$ cat config.mk
export PLATFORM = sky130hd
export DESIGN_NAME = keypad_scanner
export DESIGN_NICKNAME = d
export VERILOG_FILES = /design/src/rtl/keypad_scanner.sv
export SDC_FILE = /design/constraint.sdc
export NUM_CORES = 1
export LEC_CHECK = 0
export CORE_UTILIZATION = 35
export DETAILED_ROUTE_END_ITERATION = 6
export GPL_TIMING_DRIVEN = 0
export PLACE_DENSITY = 0.64
export SLEW_MARGIN = 20
export SYNTH_ARGS = -nofsm -noshare
export SYNTH_HDL_FRONTEND = slang
export SYNTH_SLANG_ARGS = --single-unit
$ cat constraint.sdc
create_clock -name clk -period 2.3 [get_ports clk]
set_clock_uncertainty 0.15 [all_clocks]
set_input_delay 0.46 -clock clk [delete_from_list [all_inputs] [get_ports clk]]
set_output_delay 0.46 -clock clk [all_outputs]
set_load 0.005 [all_outputs]
$ cat src/rtl/keypad_scanner.sv
// 4x4 matrix keypad scanner: one-hot-low column drive, synchronized and debounced rows,
// hex key code and a two-digit history for the seven-segment display path.
`timescale 1ns/1ps
module keypad_scanner #(
    parameter int SCAN_DIV     = 4096,
    parameter int DEBOUNCE_CNT = 65536
) (
    input  logic       clk,
    input  logic       reset,
    input  logic [3:0] rows,
    output logic [3:0] cols,
    output logic       key_valid,
    output logic [3:0] digit_new,
    output logic [3:0] digit_old
);
    localparam int DW = (SCAN_DIV > 1) ? $clog2(SCAN_DIV) : 1;
    localparam int CW = (DEBOUNCE_CNT > 1) ? $clog2(DEBOUNCE_CNT) : 1;
    localparam logic [DW-1:0] DWELL_LAST = DW'(SCAN_DIV - 1);
    localparam logic [CW-1:0] DB_LAST    = CW'(DEBOUNCE_CNT - 1);

    typedef enum logic [1:0] {SCAN, PRESS_DB, HELD, RELEASE_DB} state_t;

    state_t        state;
    logic [3:0]    sync1, rs;
    logic [1:0]    col, lrow, low_row;
    logic [DW-1:0] dwell;
    logic [CW-1:0] dbc;
    logic          row_hi;

    function automatic logic [3:0] key_code(input logic [1:0] r, input logic [1:0] c);
        logic [3:0] k;
        case ({r, c})
            4'h0: k = 4'h1;  4'h1: k = 4'h2;  4'h2: k = 4'h3;  4'h3: k = 4'hA;
            4'h4: k = 4'h4;  4'h5: k = 4'h5;  4'h6: k = 4'h6;  4'h7: k = 4'hB;
            4'h8: k = 4'h7;  4'h9: k = 4'h8;  4'hA: k = 4'h9;  4'hB: k = 4'hC;
            4'hC: k = 4'hE;  4'hD: k = 4'h0;  4'hE: k = 4'hF;  default: k = 4'hD;
        endcase
        return k;
    endfunction

    // Lowest-index closed row wins when several rows in the column are low.
    always_comb begin
        if (!rs[0])      low_row = 2'd0;
        else if (!rs[1]) low_row = 2'd1;
        else if (!rs[2]) low_row = 2'd2;
        else             low_row = 2'd3;
    end

    assign row_hi = rs[lrow];
    assign cols   = ~(4'b0001 << col);

    always_ff @(posedge clk or negedge reset) begin
        if (!reset) begin
            sync1     <= 4'hF;
            rs        <= 4'hF;
            state     <= SCAN;
            col       <= 2'd0;
            lrow      <= 2'd0;
            dwell     <= '0;
            dbc       <= '0;
            key_valid <= 1'b0;
            digit_new <= 4'h0;
            digit_old <= 4'h0;
        end else begin
            sync1     <= rows;
            rs        <= sync1;
            key_valid <= 1'b0;
            case (state)
                SCAN: begin
                    if (dwell == DWELL_LAST) begin
                        dwell <= '0;
                        if (rs != 4'hF) begin
                            lrow  <= low_row;
                            dbc   <= '0;
                            state <= PRESS_DB;
                        end else begin
                            col <= col + 2'd1;
                        end
                    end else begin
                        dwell <= dwell + DW'(1);
                    end
                end
                PRESS_DB: begin
                    if (row_hi) begin
                        dbc   <= '0;
                        col   <= col + 2'd1;
                        state <= SCAN;
                    end else if (dbc == DB_LAST) begin
                        key_valid <= 1'b1;
                        digit_old <= digit_new;
                        digit_new <= key_code(lrow, col);
                        dbc       <= '0;
                        state     <= HELD;
                    end else begin
                        dbc <= dbc + CW'(1);
                    end
                end
                HELD: begin
                    // Other rows are ignored here: no rollover, no second key.
                    if (row_hi) begin
                        dbc   <= '0;
                        state <= RELEASE_DB;
                    end
                end
                RELEASE_DB: begin
                    if (!row_hi) begin
                        dbc   <= '0;
                        state <= HELD;
                    end else if (dbc == DB_LAST) begin
                        dbc   <= '0;
                        dwell <= '0;
                        col   <= col + 2'd1;
                        state <= SCAN;
                    end else begin
                        dbc <= dbc + CW'(1);
                    end
                end
                default: state <= SCAN;
            endcase
        end
    end
endmodule

# Word level (Yosys, flattened, before mapping)
# Memory sizes are Yosys's and may differ from the RTL's. A register that Yosys moved wholly into a read port is not among the register bits.
# Cells that the tools add are included.
# word_totals
out_inout_bits,13
inputBits,6
register_bits,47
rom_bits,64
mem_count,1
wordCells,75
# classes
n_eq_ne,15
shift,1
bitwise,2
reduce_logical,10
magnitude_cmp,1
add_sub_neg,3
mux,33
# mem_list
memory,depth,word_bits,rd,rd_clocked_by_memory_dff,write_ports,line,source
(no name shown),16,4,1,1,0,32,"case ({r, c})"
# op_table
op,count
$mux 16,6
$pmux 16 s4,1
$mux 12,3
$mux 2,14
$pmux 12 s2,1
$add 16x1->16 const B,1
$eq 16x16->1 const B,1
$ne 2x2->1 const B,7
$add 12x1->12 const B,1
$eq 12x12->1 const B,1
$reduce_and 3->1,4
$pmux 2 s4,1
$ne 3x3->1 const B,2
$pmux 2 s3,1
$reduce_and 6->1,1
$mux 1,5
$reduce_and 5->1,1
$eq 2x2->1 const B,2
$ne 4x4->1 const B,1
$not 4->4,1
$shl 1x2->4 const A,1
$lt 2x3->1 const B,1
$reduce_bool 3->1,1
$add 2x1->2 const B,1
6 further kinds,6

# Longest topological paths before layout
# logic_depth
word_depth,4
ltp_mapped,7
ltp_nobuf,6

# Least setup slack after synthesis
# OpenSTA, ideal clock, no wires.
# synth_path
path_kind,register to register
start,register lrow[1]
end,register digit_new[0]
setup_time_ns,0.125
path_slack_ns,-0.031
stages_incl_launch_ff,7
t_arrival_ns,2.056
required_ns,2.025
n_path_buf,2
period_less_slack_ns,2.331
path_cell_list,dfrtp_1 -> clkbuf_1 -> mux4_2 -> or2_1 -> or3_4 -> buf_6 -> mux2_4
# synth_between
elab_chain_len,4
# synth_rtl
item,line,source
start: declaration,25,"logic [1:0] col, lrow, low_row;"
start signal: assignment,73,lrow <= low_row;
$bmux 1 s2,49,assign row_hi = rs[lrow];
$mux 1 (implied by the code),49,
$not 1->1 (no source line),n/a,
$reduce_and 3->1 (no source line),n/a,
end: declaration,13,"output logic [3:0] digit_new,"
# Parallel ways exist; a longest one is shown, timed or not. The select of a mux whose other input is x is not followed.
# A chain may end at the register's enable or synchronous reset.

# Final worst setup path
# layout_path
start,register lrow[0]
end,register digit_old[1]
# layout_between
elab_chain_len,4
# layout_rtl
item,line,source
$bmux 1 s2,49,
$mux 1 (implied by the code),49,
$not 1->1 (no source line),n/a,
$reduce_and 3->1 (no source line),n/a,
end signal: assignment,90,digit_old <= digit_new;
end: declaration,14,output logic [3:0] digit_old
# No other way between the ends. The select of a mux whose other input is x is not followed.

==> impl_metrics.csv <==
group,metric,value,unit
global_route,track_usage,0.152,
logic_synthesis,synth_top_area_share,0.397,
logic_synthesis,syn-cell-area,2710,um2
sta,finalMaxSlewViolations,0,
clock_network,cts_max_path_buffers,2,
global_route,antenna_found_initial,0,
floorplanning,io_pins,19,
logic_synthesis,synth_compound_area_frac,0.0896,
logic_synthesis,ys_types,42,
floorplanning,die_area,8100,um2
route,vias,2123,
clock_network,cts_num_sinks,51,
route,drt-pass1-iter-count,4,
worst_setup_path,path_cells,"mux4_2, or2_4, or3_4, buf_6, mux2_4",
global_route,grt_pass1_wl,9980,um
sta,timing.final.ws_setup,0.0860,ns
min_path,hold_path.class,"input port to asynchronous set/reset pin",
sta,fin_hold_ws,0.0398,ns
power_and_ir_drop,peakVddDrop,0.000238,V
global_route,grt_pass1_vias,2100,
logic_synthesis,synth_adder_area_share,0.0370,
floorplanning,dieHeight,90.0,um
clock_network,cts_buffers,5,
sta,max_freq,452,MHz
worst_setup_path,worstSetupStartpointType,"register",
layout,area_growth,16.6,%
logic_synthesis,ys_seq_area_frac,0.475,
layout,num-nets-final,314,
logic_synthesis,synth_area_per_cell,9.89,um2
logic_synthesis,ys.warnings.count,0,
sta,tightest_slew,0.648,ns
sta,finalCritPeriodShare,0.963,
logic_synthesis,synthTopCellsByArea,"dfrtp_1, dfstp_2, mux2i_1, nand2_1, ha_1",
worst_setup_path,slowest_stage,"mux4_2",
place,place.port_buffers,18,
clock_network,cts_root_buf,"clkbuf_8",
worst_setup_path,required,2.35,ns
logic_synthesis,async_flop_share,1.00,
sta,setup_violations,0,
layout,instances_no_fill,400,
clock_network,h-tree-depth,2,
sta,rsz0062_at_grt,"false",
clock_network,clk_pin_slew,0.09,ns
outcome,outcome,"completed",
worst_setup_path,cp_data_arrival_time,2.26,ns
place,place_ws,-0.242,ns
run,drv_cap,0,
place,placed_cells,391,
layout,num_antenna_cells,0,
logic_synthesis,syn-num-nets,288,
route,initialDrtViolationCount,111,
sta,finalHoldViolations,0,
worst_setup_path,worst_setup_path_end_kind,"register",
logic_synthesis,synthMuxAreaShare,0.0956,
sta,period_needed,2.21,ns
logic_synthesis,synth-simple-area-share,0.230,
floorplanning,rows,31,
place,place_congestion,0.854,
global_route,overflow,0,
logic_synthesis,ys_seq_elements,51,
logic_synthesis,synth_edf_count,0,
floorplanning,die_x,90.0,um
logic_synthesis,synth_flop_cell,"dfrtp_1",
floorplanning,start_util,0.368,
worst_setup_path,crit_type,"register to register",
logic_synthesis,synthCells,274,
route,viasPerCell,5.31,
route,detail-route-antenna-nets,0,
layout,final_cell_mix,"dfrtp_1, nand2_1, nand3_1",
layout,final_area,3160,um2
logic_synthesis,synth_area_leader_cell,"dfrtp_1",
power_and_ir_drop,powerDensity,460,nW/um2
logic_synthesis,synth_top_family_by_area,"simple AND/OR/NAND/NOR gates",
power_and_ir_drop,p_leak,1.32,nW
place,dpl-instance-area,3010,um2
clock_network,hold_buffers,0,
place,hpwl,3950,um
sta,slew_headroom,0.568,
floorplanning,core,7370,um2
clock_network,cts_tree,"done",
logic_synthesis,synth_xor_area_frac,0.0356,
global_route,grt_max_degree,52,
clock_network,clk_latency,0.30,ns
route,drc,0,
layout,drive_gt1_frac,0.163,
route,wl,5640,um
layout,final_common_cell,"dfrtp_1",
route,wl_per_cell,14.1,um
worst_setup_path,max_stage_delay,0.52,ns
worst_setup_path,crit_fanout,10,
-- repair_timing --
item	in CTS	in global routing
pin swaps	0	1
setup endpoints to repair	32	18
gates cloned	0	0
buffers inserted	1	1
gates resized for setup	10	11
-- per-layer routing --
layer,share of wire,track usage,vias up
li1,-,-,1037
met1,0.48,0.204,1036
met2,0.48,0.251,44
met3,0.035,0.0313,6
met4,0.011,0.0376,0
met5,0,0,-
-- flip-flops by register name, indices dropped and copies added, names as in the netlist, named ones only --
signal	count
dbc	16
rs	4
dwell	12
key_valid	1
sync1	4
col	2
digit_old	4
digit_new	4
state	1
lrow	2
-- cell families after synthesis --
logic type | count (synthesis)
simple gates | 118
buf+inv | 25
mux | 21
flops | 51
compound gates | 40
fa+ha+maj | 8
xor+xnor | 11
-- synthesized netlist by cell type, types with 3 or more instances --
| library cell | instances |
|---|---|
| a21oi_1 | 13 |
| a31oi_1 | 5 |
| and3_1 | 7 |
| and4_1 | 8 |
| clkbuf_1 | 10 |
| dfrtp_1 | 43 |
| dfstp_2 | 8 |
| ha_1 | 8 |
| inv_1 | 12 |
| mux2_2 | 3 |
| mux2_4 | 4 |
| mux2i_1 | 12 |
| nand2_1 | 31 |
| nand3_1 | 20 |
| nand4_1 | 13 |
| nor2_1 | 15 |
| nor3_1 | 10 |
| o21ai_0 | 10 |
| o22ai_1 | 4 |
| xnor2_1 | 7 |
| xor2_1 | 4 |
-- stage by stage --
step	setup TNS, ns	utilization	total power, mW
6_report	0	0.429	1.45
5_1_grt	0	0.429	1.52
4_1_cts	0	0.426	1.47
3_5_place_dp	-3.25	0.409	0.969
3_3_place_gp	-44.37	0.409	0.968
2_1_floorplan	0	-	0.938
-- where the power goes --
| group | leakage (nW) | internal [mW] | switching (mW) |
|---|---|---|---|
| clock network | 0.0412 | 0.213 | 0.287 |
| registers | 0.667 | 0.909 | 0.00681 |
| logic | 0.608 | 0.0137 | 0.0235 |
-- worst max-delay path, delay by kind of cell, from the launching register on --
kind          cells  cell delay, ns
mux               2            0.81
simple gates      2            0.63
flops             1            0.38
buf+inv           1            0.15
-- final cells by class --
type / instances / area, um2
multi-input cells: 198 / 1360
well taps: 99 / 124
fillers: 738 / 4210
inverters: 12 / 45.0
clock buffers: 6 / 72.6
plain buffers: 12 / 67.6
flip-flops and latches: 51 / 1290
clock inverters: 2 / 12.5
repair buffers: 20 / 193
-- final timing paths --
path / depth (start not counted) / to / startpoint / slack, ns
hold reg to reg: 0 / rs[3]$_DFF_PN1_ / sync1[3]$_DFF_PN1_ / 0.21
min in group clk: 0 / rs[3]$_DFF_PN1_ / sync1[3]$_DFF_PN1_ / 0.21
max in group asynchronous: 1 / col[1]$_DFFE_PN0P_ / reset / 1.50
hold / removal: 1 / dbc[3]$_DFFE_PN0P_ / reset / 0.04
setup reg to reg: 5 / digit_old[1]$_DFFE_PN0P_ / lrow[0]$_DFFE_PN0P_ / 0.09
setup / recovery: 5 / digit_old[1]$_DFFE_PN0P_ / lrow[0]$_DFFE_PN0P_ / 0.09
Power figures use the tool's default switching activity.
==> RTL edit, RTL diff (same settings) <==
Encoding of `state_t`: now one-hot (4 bits for 4 states).
--- a/src/rtl/keypad_scanner.sv
+++ b/src/rtl/keypad_scanner.sv
@@ -18,7 +18,7 @@
     localparam logic [DW-1:0] DWELL_LAST = DW'(SCAN_DIV - 1);
     localparam logic [CW-1:0] DB_LAST    = CW'(DEBOUNCE_CNT - 1);
 
-    typedef enum logic [1:0] {SCAN, PRESS_DB, HELD, RELEASE_DB} state_t;
+    typedef enum logic [3:0] {SCAN = 4'b0001, PRESS_DB = 4'b0010, HELD = 4'b0100, RELEASE_DB = 4'b1000} state_t;
 
     state_t        state;
     logic [3:0]    sync1, rs;
Behaviour: same outputs for any inputs over 10 cycles, from zero or initial values and one cycle with reset low; not proved beyond that.
==> RTL edit against the unedited design <==
  * The run now ends with setup timing left
  * Total power rose by 11%
  * Routed wire length rose by 22%
  * Critical endpoint is now dwell[9]$_DFFE_PN0P_
  * Synthesized area rose by 7.5%
  * Highest routed layer unchanged
  * Final area rose by 23%
  * Global-route usage rose by 0.57 points
  * Worst setup slack got worse by 96 ps
  * Sequential share of layout area fell by 6.0 points
  * Via count rose by 16%
  * Largest power group unchanged
  * Count of clock-buffer cells in the layout did not move
  * Sequential cell count rose by 2
  * Sequential power rose by 3.4%
  * Non-clock buffer count rose by 33
==> RTL edit: results (changes against the unedited design) <==
Run status
  – Status: complete, but fails checks (was finished, final reports clean)
  – Failing checks: setup timing

Final layout
  – Layout cell share with drive strength beyond 1: 33.6% (was 16.3%)
  – Final net count: 361 (was 314)

Detailed routing
  – Vias post-DR: 2,463 (was 2,123)
  – Routed WL: 6.89 mm (was 5.64 mm)
  – Routed WL per cell: 15.3 µm (was 14.1 µm)
  – Drt initial violations: 93 (was 111)

Yosys
  – Syn nets: 305 (was 288)
  – Synth area leaders: dfrtp_1, dfstp_2, ha_1, o21ai_0, nand3_1 (was dfrtp_1, dfstp_2, mux2i_1, nand2_1, ha_1)

Setup path
  – Slowest Stage Delay on Critical Path: 540 ps (was 520 ps)
  – Worst Reg2Reg Path Length in Cells: 6 (was 5)
  – Worst Path Arrival: 2400 ps (was 2260 ps)
  – CP delay by family, top: simple AND/OR/NAND/NOR gates (was multiplexers)
  – Worst-path fanout max: 7 (was 10)
  – Critical R2R Launch: rs[2]$_DFF_PN1_ (was lrow[0]$_DFFE_PN0P_)
  – Capturing point of the worst reg2reg path: dwell[9]$_DFFE_PN0P_ (was digit_old[1]$_DFFE_PN0P_)

Timing
  – Post-route setup slack: -10.2 ps (was 86.0 ps)
  – Final setup vio count: 4 (was 0)
  – Worst-margin pin slew: 671 ps (was 648 ps)
  – Hold WS: 30.5 ps (was 39.8 ps)

Place
  – Inst Count DP: 411 (was 391)
  – Dpl cell area: 0.00322 mm² (was 0.00301 mm²)

Global route
  – Number of global-route vias before repair: 2,258 (was 2,100)
  – Pin count of the biggest net entering global routing: 54 (was 52)
RTL edit: cell types whose count changed after synthesis, moves of 5 or more:
| cell | unedited run | this run |
|---|---|---|
| nand2_1 | 31 | 20 |
| a211o_1 | 0 | 6 |
| o21ai_0 | 10 | 18 |
| and4_1 | 8 | 1 |
| nor2b_1 | 0 | 5 |
| or4_1 | 0 | 7 |
| and3_1 | 7 | 13 |
| mux2i_1 | 12 | 2 |
RTL edit: metrics by stage:
stage	setup WS [ps]	util [%]	TNS (ps)
after floorplan	11.0	-	0
after global placement	-1030	40.8	-53050
after detailed placement	-336	40.8	-4960
after CTS	-43.4	44.9	-112
after global routing	-76.3	49.2	-686
final	-10.2	49.2	-22.4
RTL edit: worst max-delay path by stage:
stage	end	slack [ps]	start
5_1_grt	col[1]$_DFFE_PN0P_	-80	state[0]$_DFFE_PN1P_
3_3_place_gp	digit_new[2]$_DFFE_PN0P_	-1030	reset
6_report	dwell[9]$_DFFE_PN0P_	-10	rs[2]$_DFF_PN1_
3_5_place_dp	state[0]$_DFFE_PN1P_	-340	lrow[0]$_DFFE_PN0P_
2_1_floorplan	col[1]$_DFFE_PN0P_	10	state[0]$_DFFE_PN1P_
4_1_cts	dbc[2]$_DFFE_PN0P_	-40	lrow[0]$_DFFE_PN0P_
RTL edit: timing repair:
action	in CTS	in global routing
gates resized for setup	30	41
cloned	1	1
pin swaps	6	17
setup endpoints to repair	32	39
setup buffers	12	21
RTL edit: cell families after synthesis:
group,synth area share [%]
and+or+nand+nor,25.6
AOI/OAI and AO/OA,14.9
DFF,45.9
buffers and inverters,5.07
muxes,3.78
adders and majority gates,3.44
xor gates and xnor gates,1.20
RTL edit: per-layer routing:
| metal | vias to the layer above | GRT usage (%) | share of wire (%) |
|---|---|---|---|
| met2 | 60 | 26.3 | 51 |
| met4 | 0 | 5.77 | 1.5 |
| met5 | - | 0 | 0 |
| met1 | 1207 | 20.4 | 44 |
| li1 | 1188 | - | - |
| met3 | 8 | 2.68 | 3.8 |
RTL edit: where the power goes:
part	internal (mW)	leakage (nW)	switching, mW
clock	0.323	0.0552	0.301
combinational	0.0162	0.954	0.0267
sequential	0.944	0.686	0.00274
total	1.28	1.70	0.331
RTL edit: area by class of cell:
cell class	instances	area [µm²]
Buffer	13	130
Clock buffer	6	72.6
Clock inverter	2	35.0
Fill cell	703	4010
Inverter	12	45.0
Multi-Input combinational cell	210	1670
Sequential cell	53	1350
Tap cell	102	128
Timing Repair Buffer	52	450
